`src/rtl/fifo_arb_pkg.sv`:
```
// Shared definitions for the fifo write-port arbiter: state encoding,
// statistics counter width and a width helper that never returns zero.
package fifo_arb_pkg;

   localparam logic ST_IDLE  = 1'b0;
   localparam logic ST_GRANT = 1'b1;

   localparam int STAT_W = 16;

   typedef enum logic {
      S_IDLE  = ST_IDLE,
      S_GRANT = ST_GRANT
   } arb_state_t;

   // $clog2 collapses to 0 for a value of 1; register fields need >= 1 bit.
   function automatic int clog2_safe(input int value);
      return (value <= 2) ? 1 : $clog2(value);
   endfunction

endpackage

```
`src/rtl/fifo_wr_arbiter_rr_pick.sv`:
```
// Round-robin selector: first set request strictly after last_owner,
// wrapping modulo N. Purely combinational.
module rr_pick
   import fifo_arb_pkg::*;
#(
   parameter int N = 4
) (
   input  logic [N-1:0]               req,
   input  logic [clog2_safe(N)-1:0]   last_owner,
   output logic                       found,
   output logic [clog2_safe(N)-1:0]   next_owner
);

   localparam int OW = clog2_safe(N);

   logic [OW-1:0] idx;

   always_comb begin
      found      = 1'b0;
      next_owner = '0;
      idx        = '0;
      for (int i = 1; i <= N; i++) begin
         idx = OW'((int'(last_owner) + i) % N);
         if (!found && req[idx]) begin
            found      = 1'b1;
            next_owner = idx;
         end
      end
   end

endmodule

```
`src/rtl/fifo_wr_arbiter.sv`:
```
// Round-robin arbiter sharing one fifo write port among N producers, with
// bursts of up to BURST words per grant. FIFO_ARB_STATS_EN adds wr_count.
module fifo_wr_arbiter
   import fifo_arb_pkg::*;
#(
   parameter int N     = 4,
   parameter int B     = 8,
   parameter int BURST = 4
) (
   input  logic               clk,
   input  logic               reset,
   input  logic [N-1:0]       req,
   input  logic [N*B-1:0]     w_data_in,
   output logic [N-1:0]       ack,
   output logic [N-1:0]       grant,
   output logic               fifo_wr,
   output logic [B-1:0]       fifo_w_data,
   input  logic               fifo_full,
   output logic               busy
`ifdef FIFO_ARB_STATS_EN
   ,
   output logic [N*STAT_W-1:0] wr_count
`endif
);

   localparam int OW = clog2_safe(N);
   localparam int CW = clog2_safe(BURST + 1);
   localparam logic [CW-1:0] LAST_WORD = CW'(BURST - 1);
   localparam logic [OW-1:0] LAST_IDX  = OW'(N - 1);

   arb_state_t    state;
   logic [OW-1:0] owner;
   logic [OW-1:0] last_owner;
   logic [CW-1:0] burst_cnt;
   logic          found;
   logic [OW-1:0] next_owner;
   logic          owner_req;
   logic          write;

   rr_pick #(.N(N)) u_pick (
      .req        (req),
      .last_owner (last_owner),
      .found      (found),
      .next_owner (next_owner)
   );

   // Writes are suppressed in the reset cycle even if a grant is still held.
   assign owner_req   = req[owner];
   assign write       = (state == S_GRANT) & owner_req & ~fifo_full & ~reset;
   assign fifo_wr     = write;
   assign ack         = write ? (N'(1) << owner) : '0;
   assign fifo_w_data = w_data_in[owner*B +: B];

   always_ff @(posedge clk) begin
      if (reset) begin
         state      <= S_IDLE;
         owner      <= '0;
         last_owner <= LAST_IDX;
         burst_cnt  <= '0;
         grant      <= '0;
         busy       <= 1'b0;
      end else begin
         case (state)
            S_IDLE: begin
               if (found) begin
                  state     <= S_GRANT;
                  owner     <= next_owner;
                  burst_cnt <= '0;
                  grant     <= N'(1) << next_owner;
                  busy      <= 1'b1;
               end
            end
            S_GRANT: begin
               if (!owner_req || (write && burst_cnt == LAST_WORD)) begin
                  state      <= S_IDLE;
                  last_owner <= owner;
                  burst_cnt  <= '0;
                  grant      <= '0;
                  busy       <= 1'b0;
               end else if (write) begin
                  burst_cnt <= burst_cnt + CW'(1);
               end
            end
            default: begin
               state <= S_IDLE;
               grant <= '0;
               busy  <= 1'b0;
            end
         endcase
      end
   end

`ifdef FIFO_ARB_STATS_EN
   logic [STAT_W-1:0] wr_cnt [N];

   always_ff @(posedge clk) begin
      if (reset) begin
         for (int i = 0; i < N; i++) wr_cnt[i] <= '0;
      end else begin
         for (int i = 0; i < N; i++) begin
            if (ack[i] && (wr_cnt[i] != '1)) wr_cnt[i] <= wr_cnt[i] + STAT_W'(1);
         end
      end
   end

   always_comb begin
      wr_count = '0;
      for (int i = 0; i < N; i++) wr_count[i*STAT_W +: STAT_W] = wr_cnt[i];
   end
`endif

endmodule
```
`config.mk`:
```
export PLATFORM = sky130hd
export DESIGN_NAME = fifo_wr_arbiter
export DESIGN_NICKNAME = d
export VERILOG_FILES = /design/src/rtl/fifo_arb_pkg.sv /design/src/rtl/fifo_wr_arbiter_rr_pick.sv /design/src/rtl/fifo_wr_arbiter.sv
export SDC_FILE = /design/constraint.sdc
export NUM_CORES = 1
export LEC_CHECK = 0
export CORE_MARGIN = 4
export CORE_UTILIZATION = 36
export CTS_CLUSTER_DIAMETER = 50
export DETAILED_ROUTE_END_ITERATION = 8
export PLACE_DENSITY = 0.79
export SYNTH_ARGS = -nofsm -noshare
export SYNTH_HDL_FRONTEND = slang
export SYNTH_SLANG_ARGS = --single-unit
export TNS_END_PERCENT = 5
```
`constraint.sdc`:
```
create_clock -name clk -period 2.13 [get_ports clk]
set_input_delay 0.5325 -clock clk [delete_from_list [all_inputs] [get_ports clk]]
set_output_delay 0.5325 -clock clk [all_outputs]
set_load 0.05 [all_outputs]
```
-- Yosys cells after proc, flatten, opt, wreduce, memory -nomap -nowiden
Index checks and enable logic that the tools add are counted.
- flip-flop bits (word level): 13
- output and inout port bits: 18
- $add $sub $neg: 5
- magnitude comparators: 5
- equal/unequal tests: 4
- shift operators: 3
- mux-type cells: 32
- bitwise logic cells: 6
- reduce and logical (&&, ||, !) cells: 13
- operators by type and width (cell ; count):
    $shiftx A32 B6 Y8 ; 1
    $lt A2 B3 Y1 const B ; 5
    $mux W1 ; 13
    $mux W4 ; 3
    $bmux W1 S2 ; 5
    $mux W3 ; 3
    $mux W2 ; 4
    $pmux W4 S2 ; 1
    $reduce_and A2 Y1 ; 4
    $shl A1 B2 Y4 const A ; 2
    $pmux W3 S2 ; 1
    $add A2 B1 Y2 const B ; 2
    $add A2 B2 Y2 const B ; 2
    $logic_and A1 B1 Y1 ; 4
    $logic_not A1 Y1 ; 4
    $pmux W1 S2 ; 2
    $add A3 B1 Y3 const B ; 1
    $and A1 B1 Y1 ; 3
    $eq A3 B2 Y1 const B ; 1
    $ne A3 B1 Y1 const B ; 1
    $not A1 Y1 ; 3
    $ne A2 B1 Y1 const B ; 1
    $ne A2 B2 Y1 const B ; 1
    $logic_or A1 B1 Y1 ; 1

-- Longest topological paths before layout
Gate-level depths: netlist of the first run.
- depth in word-level cells: 16
- mapped depth: 6
- gate-level depth less buffers: 6

-- Modules after synthesis
Synthesis of the first run repeated with hierarchy kept, for this count alone.
- cells, all modules: 104
- area, all modules: 958.4 µm²
- by module, submodules not included (module ; times used ; cells an instance ; area each (µm²) ; sequential area each (µm²)):
    fifo_wr_arbiter ; 1 ; 90 ; 867.1 ; 260.2
    rr_pick ; 1 ; 14 ; 91.3 ; 0.0

-- Worst setup path after synthesis of the first run
Ideal clock, no wire load.
- path type: flip-flop to output port
- start: reg owner[0]
- end: out ack[1]
- data arrival time: 2.120 ns
- required time: 1.597 ns
- path slack: -0.523 ns
- stages on the path, launching flop included: 5
- buffers on the path: 1
- cell sequence: dfxtp_1 -> buf_4 -> mux4_2 -> nand3_1 -> nor3b_1
- word-level cells in the longest chain between the ends: 6
- elaborated cells on any way between the ends: 7
- classes of those cells: shift: 1; mux: 3; bitwise: 3
- ends and longest elaborated chain (element ; RTL line ; text):
    start: declaration ; fifo_wr_arbiter.sv:32 ; logic [OW-1:0] owner;
    start signal: assignment ; fifo_wr_arbiter.sv:67 ; owner <= next_owner;
    $bmux W1 S2 ; fifo_wr_arbiter.sv:48 ; assign owner_req = req[owner];
    $mux W1 (implied by the code) ; fifo_wr_arbiter.sv:48 ;
    $and A1 B1 Y1 (3 in series) ; fifo_wr_arbiter.sv:49 ; assign write = (state == S_GRANT) & owner_req & ~fifo_full & ~reset;
    $mux W4 (*) ; fifo_wr_arbiter.sv:51 ; assign ack = write ? (N'(1) << owner) : '0;
    end: declaration ; fifo_wr_arbiter.sv:14 ; output logic [N-1:0] ack,
Every way passes the cells marked *; elsewhere a longest branch is shown, timed or not. The select of a mux whose other input is x is not followed.

-- Final worst setup path of the first run
- start: reg owner[0]
- end: out ack[3]
The elaborated chain is that of the path after synthesis.

==> results of run 1 <==
## how the worst max path moves through the flow
stage	startpoint	to	slack, ps	depth (start not counted)
finish	owner[0]	ack[3]	-130	5
global route	owner[0]	ack[3]	-220	5
CTS	owner[0]	ack[3]	-150	5
detailed placement	req[3]	ack[3]	-460	6
global placement	req[3]	ack[3]	-440	6
floorplan	req[3]	ack[3]	-170	4
## power breakdown
part | total [uW] | internal [uW] | switching [uW]
Clock | 160 | 70.0 | 90.2
Sequential | 303 | 276 | 26.9
Combinational | 581 | 261 | 320
## worst max-delay path, delay by kind of cell (launching register included)
kind | cells | cell delay [ps]
flops | 1 | 340
buf+inv | 2 | 230
simple gates | 2 | 300
mux | 1 | 550
## stage by stage
step | hold WS (ps) | power (uW) | utilization | worst slack, ps | TNS [ps]
6_report | 480.8 | 1044 | 0.7266 | -125.4 | -489.2
5_1_grt | 504.8 | 1111 | 0.7266 | -216.1 | -1781
4_1_cts | 480.3 | 1058 | 0.7266 | -154.5 | -913.2
3_5_place_dp | 463.1 | 886.3 | 0.7092 | -462.2 | -3433
3_3_place_gp | 446.5 | 875.0 | 0.7092 | -435.8 | -2873
2_1_floorplan | 438.0 | 661.9 | - | -175.0 | -232.3
## sequential cells by signal, summed over array words and instances, names as in the netlist
register	count
last_owner	2
owner	2
grant	4
burst_cnt	3
busy	1
state	1
## logic make-up (layout without fill, tap and decap cells)
logic type | count (synthesis) | in the layout | synth area share
DFF | 13 | 13 | 0.2881
buffers and inverters | 8 | 80 | 0.03739
AOI/OAI and AO/OA | 19 | 19 | 0.1468
muxes | 12 | 12 | 0.2576
adders and majority gates | 2 | 2 | 0.02770
and+or+nand+nor | 39 | 39 | 0.2424
## cells in the mapped netlist (2+ instances only)
cell type	number	area, sq um
dfxtp_1	13	260.3
nor2_1	13	48.80
mux4_2	9	202.7
nand2_1	5	18.77
a21oi_1	4	20.02
inv_1	4	15.01
clkbuf_1	3	11.26
mux2i_1	3	30.03
nand2b_1	3	18.77
nor2b_1	3	18.77
nor3_1	3	15.01
o21ai_0	3	15.01
or4b_1	3	30.03
a32o_1	2	20.02
ha_1	2	25.02
nor3b_1	2	15.01
o41ai_1	2	17.52
or4_1	2	15.01
## cell type report
class,instances,area share
timing repair buffer,72,0.4010
multi-input combinational,72,0.3936
sequential,13,0.1567
tap,28,0.02099
clock buffer,3,0.01349
inverter,4,0.01124
clock inverter,1,0.002999
## layer usage
| metal | up-vias | GRT usage | routed length (um) |
|---|---|---|---|
| met4 | 0 | 0.08609 | 64 |
| met1 | 491 | 0.1992 | 1112 |
| met5 | - | 0 | 0 |
| li1 | 508 | - | - |
| met3 | 8 | 0.04900 | 218 |
| met2 | 39 | 0.3339 | 1581 |
## what timing repair did
action	CTS	global route
gates cloned	0	0
resized for setup	27	0
setup endpoints to repair	13	13
pin swaps	4	2
==> impl_metrics.toml, run 1 <==
[status]
status = "finished, violations left"
violations = "negative setup slack"

[cells_and_area]
most-common-layout-cells = "clkdlybuf4s50_1 (37), buf_4 (23), nor2_1 (12), dfxtp_1 (12), mux4_2 (9)"
area_growth_pct = 84.76
finalNonFillerCells = 193
multi_input_area_sq_um = 656.9
nNetsFinal = 207
ff_latch_area_sq_um = 261.5
layout-drive-gt1-share = 0.3455
fillers = 190
final_common_cell = "clkdlybuf4s50_1"
design_area_sq_um = 1669
antenna_cells = 0

[place]
place_hpwl_um = 2469
dp.cells = 189
gp_congestion = 0.8231
place_area_sq_um = 1629
portBuffers = 56

[clocking]
htreeDepth = 1
clk-insertion-delay-late_ps = 290
clockRootBuffer = "clkbuf_4"
post_cts_buffers = 0
cts_tree = "built"
cts.sinks = 13
path_clk_slew_ps = 80
cts_made_buffers = 3
clk_path_buf_depth = 2
holdBufCountCts = 0

[job]
maxCapViolCount = 0

[timing]
period_share = 1.059
clock_skew_ps = 3.552
period_needed_ps = 2255
max-slew-margin-rel = 0.5507
slew_violations = 0
setup_viol = 13
rsz0062_at_grt = "yes"
hold_violations = 0
tightest_slew_ps = 665.5
timing.final.ws_setup_ps = -125.4
fmax_mhz = 443.4

[grt]
grt_util_all_layers = 0.1850
grt_pass1_vias = 1033
grt-ovfl-total = 0
antenna_found_initial = 0
grt_max_degree = 17
grt_pass1_wl_um = 4767

[floorplan]
dieWidth_um = 58.10
core_region_area_sq_um = 2297
die-area_sq_um = 3375
die_h_um = 58.10
io_pins = 57
start_util = 0.3932
rows = 17

[detailed_routing]
routedWlPerCell_um = 15.42
drt_first_iter_violations = 23
via_count = 1046
via_per_inst = 5.420
drt_wl_total_um = 2976
dr.pass1.iters = 4
drc = 0
ant_nets = 0

[setup_path]
rr_startpoint = "burst_cnt[0]"
ff2ff_path_depth = 7
cp_data_arrival_time_ps = 1720
path_class = "flip-flop to output pin"
startpoint_type = "flip-flop"
max_stage_delay_ps = 550
worstPathCellList = "mux4_2 -> nand3_4 -> clkinvlp_4 -> and3_4 -> buf_8"
cpMaxStageDelayCell = "mux4_2"
regToRegSetupSlack_ps = 380
cp.required_ps = 1600
r2r-end = "last_owner[1]"
crit_path_end_kind = "output pin"
worstPathMaxFanout = 2

[worst_hold_path]
holdPathEnd = "burst_cnt[1]"
hold_path_depth = 2
holdCritStartpoint = "burst_cnt[1]"
holdCritPathClass = "flip-flop to flip-flop"

[logic_synthesis]
synth_edf_count = 0
synth_cells = 93
ys_warn_count = 0
netlist_area_sq_um = 903.4
yosysUniqueCellTypes = 32
async_flop_share = 0
synth_flop_cell = "dfxtp_1"
synth.avg_cell_area_sq_um = 9.714
ys_seq_elements = 13
syn_nets = 134
yosysSeqAreaShare = 0.2881

[power_and_ir_drop]
p_leak_uw = 0.0006406
vdd_ir_drop_max_v = 0.0005999
cellPowerDensity_nw_per_um2 = 625.4
(Power assumes the default switching activity.)
==> run 2: changes to the inputs <==
- CAP_MARGIN: unset -> 20
- CORE_MARGIN: 4 -> unset
==> run 2 against run 1 <==
Effect of this change: the flow still finishes with violations (negative setup slack); cell area did not move; wire length up 3.9%; sequential share of layout area is the same; via count up 3.9%; critical endpoint unchanged; highest routed layer unchanged.
==> impl_metrics.toml, run 2 (synthesized netlist as in run 1, its figures left out) <==
[detailed_routing]
dr.pass1.iters = 5
drt_first_iter_violations = 22
via_count = 1087
drt_wl_total_um = 3092
routedWlPerCell_um = 16.02
drc = 0
via_per_inst = 5.632
ant_nets = 0

[setup_path]
crit_family = "multiplexers"
regToRegSetupSlack_ps = 300
max_stage_delay_ps = 560
cp_data_arrival_time_ps = 1770
ff2ff_path_depth = 7
crit_buf_inv = 2
r2r-end = "last_owner[0]"
startpoint_type = "flip-flop"
worstPathCellList = "mux4_2 -> nand3_4 -> clkinvlp_4 -> and3_4 -> buf_8"
worstPathMaxFanout = 2
rr_startpoint = "burst_cnt[0]"
cp.required_ps = 1600
cpMaxStageDelayCell = "mux4_2"
path_class = "flip-flop to output pin"
crit_path_end_kind = "output pin"

[cells_and_area]
nNetsFinal = 207
largest_register_ffs = 4
final_util = 0.7266
top_regs = "grant (4), burst_cnt (3)"
area_growth_pct = 84.76
fillers = 189
most-common-layout-cells = "clkdlybuf4s50_1 (37), buf_4 (23), nor2_1 (12), dfxtp_1 (12), mux4_2 (9)"
largest-register = "grant"
final_common_cell = "clkdlybuf4s50_1"
design_area_sq_um = 1669
antenna_cells = 0
layout-drive-gt1-share = 0.3455

[place]
portBuffers = 56
pre_cts_slack_ps = -504.5
place_area_sq_um = 1629
place_hpwl_um = 2385
gp_congestion = 0.7841

[clocking]
htreeDepth = 1
clk_path_buf_depth = 2
cts_tree = "built"
path_clk_slew_ps = 90
holdBufCountCts = 0
post_cts_buffers = 0
cts.sinks = 13
cts_made_buffers = 3
clk-insertion-delay-late_ps = 300
clockRootBuffer = "clkbuf_4"

[power_and_ir_drop]
switchingPower_uw = 449.0
power_uw = 1056
pwr-share-seq = 0.287
cellPowerDensity_nw_per_um2 = 632.5
power.share.clock = 0.155
vdd_ir_drop_max_v = 0.0005609
pwr-share-comb = 0.558
switching_share = 0.4254
p_int_uw = 606.6
p_leak_uw = 0.0006406

[timing]
slew_violations = 0
hold_violations = 0
setup_viol = 13
max-slew-margin-rel = 0.5762
rsz0062_at_grt = "yes"
period_share = 1.083
clock_skew_ps = 6.910
fmax_mhz = 433.7
period_needed_ps = 2306
tightest_slew_ps = 627.8
timing.final.ws_setup_ps = -175.9

[floorplan]
start_util = 0.3932
io_pins = 57
die_h_um = 52.10
core_region_area_sq_um = 2297
dieWidth_um = 52.10
die-area_sq_um = 2714
rows = 17

[grt]
grt_util_all_layers = 0.2463
grt_max_degree = 17
antenna_found_initial = 0
grt_pass1_vias = 1025
grt-ovfl-total = 0
grt_pass1_wl_um = 4795

[worst_hold_path]
hold_path_depth = 2
holdCritStartpoint = "burst_cnt[1]"
holdPathEnd = "burst_cnt[1]"
holdCritPathClass = "flip-flop to flip-flop"

[job]
maxCapViolCount = 0

[status]
status = "finished, violations left"
violations = "negative setup slack"
run 2: per-layer routing:
metal  wire [um]  track usage
met1        1208       0.2814
met2        1598       0.4359
met3         213      0.04094
met4          70       0.1216
met5           0            0
run 2: cell type report:
class | instances | area, sq um | area share
repair buffers | 72 | 669.4 | 0.4010
multi-input cells | 72 | 656.9 | 0.3936
flip-flops and latches | 13 | 261.5 | 0.1567
well taps | 28 | 35.03 | 0.02099
clock buffers | 3 | 22.52 | 0.01349
inverters | 4 | 18.77 | 0.01124
clock inverters | 1 | 5.005 | 0.002999
run 2: worst min-delay path, stage by stage, from the launching register on:
cell	delay (ps)
dfxtp_1	320
nand2_1	60
mux2i_1	60
run 2: what timing repair did:
item / CTS / global route
setup endpoints to repair: 13 / 13
gates resized for setup: 27 / 0
pin swaps: 3 / 1
run 2: per-stage QoR:
| step | setup TNS, ps | cells | hold WS [ps] |
|---|---|---|---|
| 2_1_floorplan | -232.3 | 93 | 438.0 |
| 5_1_grt | -1855 | 193 | 504.0 |
| 4_1_cts | -1045 | 193 | 475.0 |
| 3_5_place_dp | -4193 | 189 | 461.5 |
| 3_3_place_gp | -3367 | 189 | 446.3 |
| 6_report | -962.4 | 193 | 475.7 |
run 2: power groups by stage:
| stage | Combinational (uW) | Clock [uW] | Sequential [uW] |
|---|---|---|---|
| final | 589 | 164 | 303 |
| after detailed placement | 581 | 0 | 308 |
| after global placement | 568 | 0 | 305 |
| after global routing | 623 | 177 | 307 |
| after floorplan | 314 | 0 | 348 |
| after CTS | 588 | 169 | 303 |
run 2: worst max-delay path by stage:
| stage | from | end | slack [ps] | depth (start not counted) |
|---|---|---|---|---|
| 2_1_floorplan | req[3] | ack[3] | -170 | 4 |
| 3_3_place_gp | req[0] | ack[3] | -460 | 6 |
| 3_5_place_dp | req[0] | ack[3] | -500 | 6 |
| 4_1_cts | owner[0] | ack[3] | -180 | 5 |
| 5_1_grt | owner[0] | ack[3] | -220 | 5 |
| 6_report | owner[0] | ack[3] | -180 | 5 |
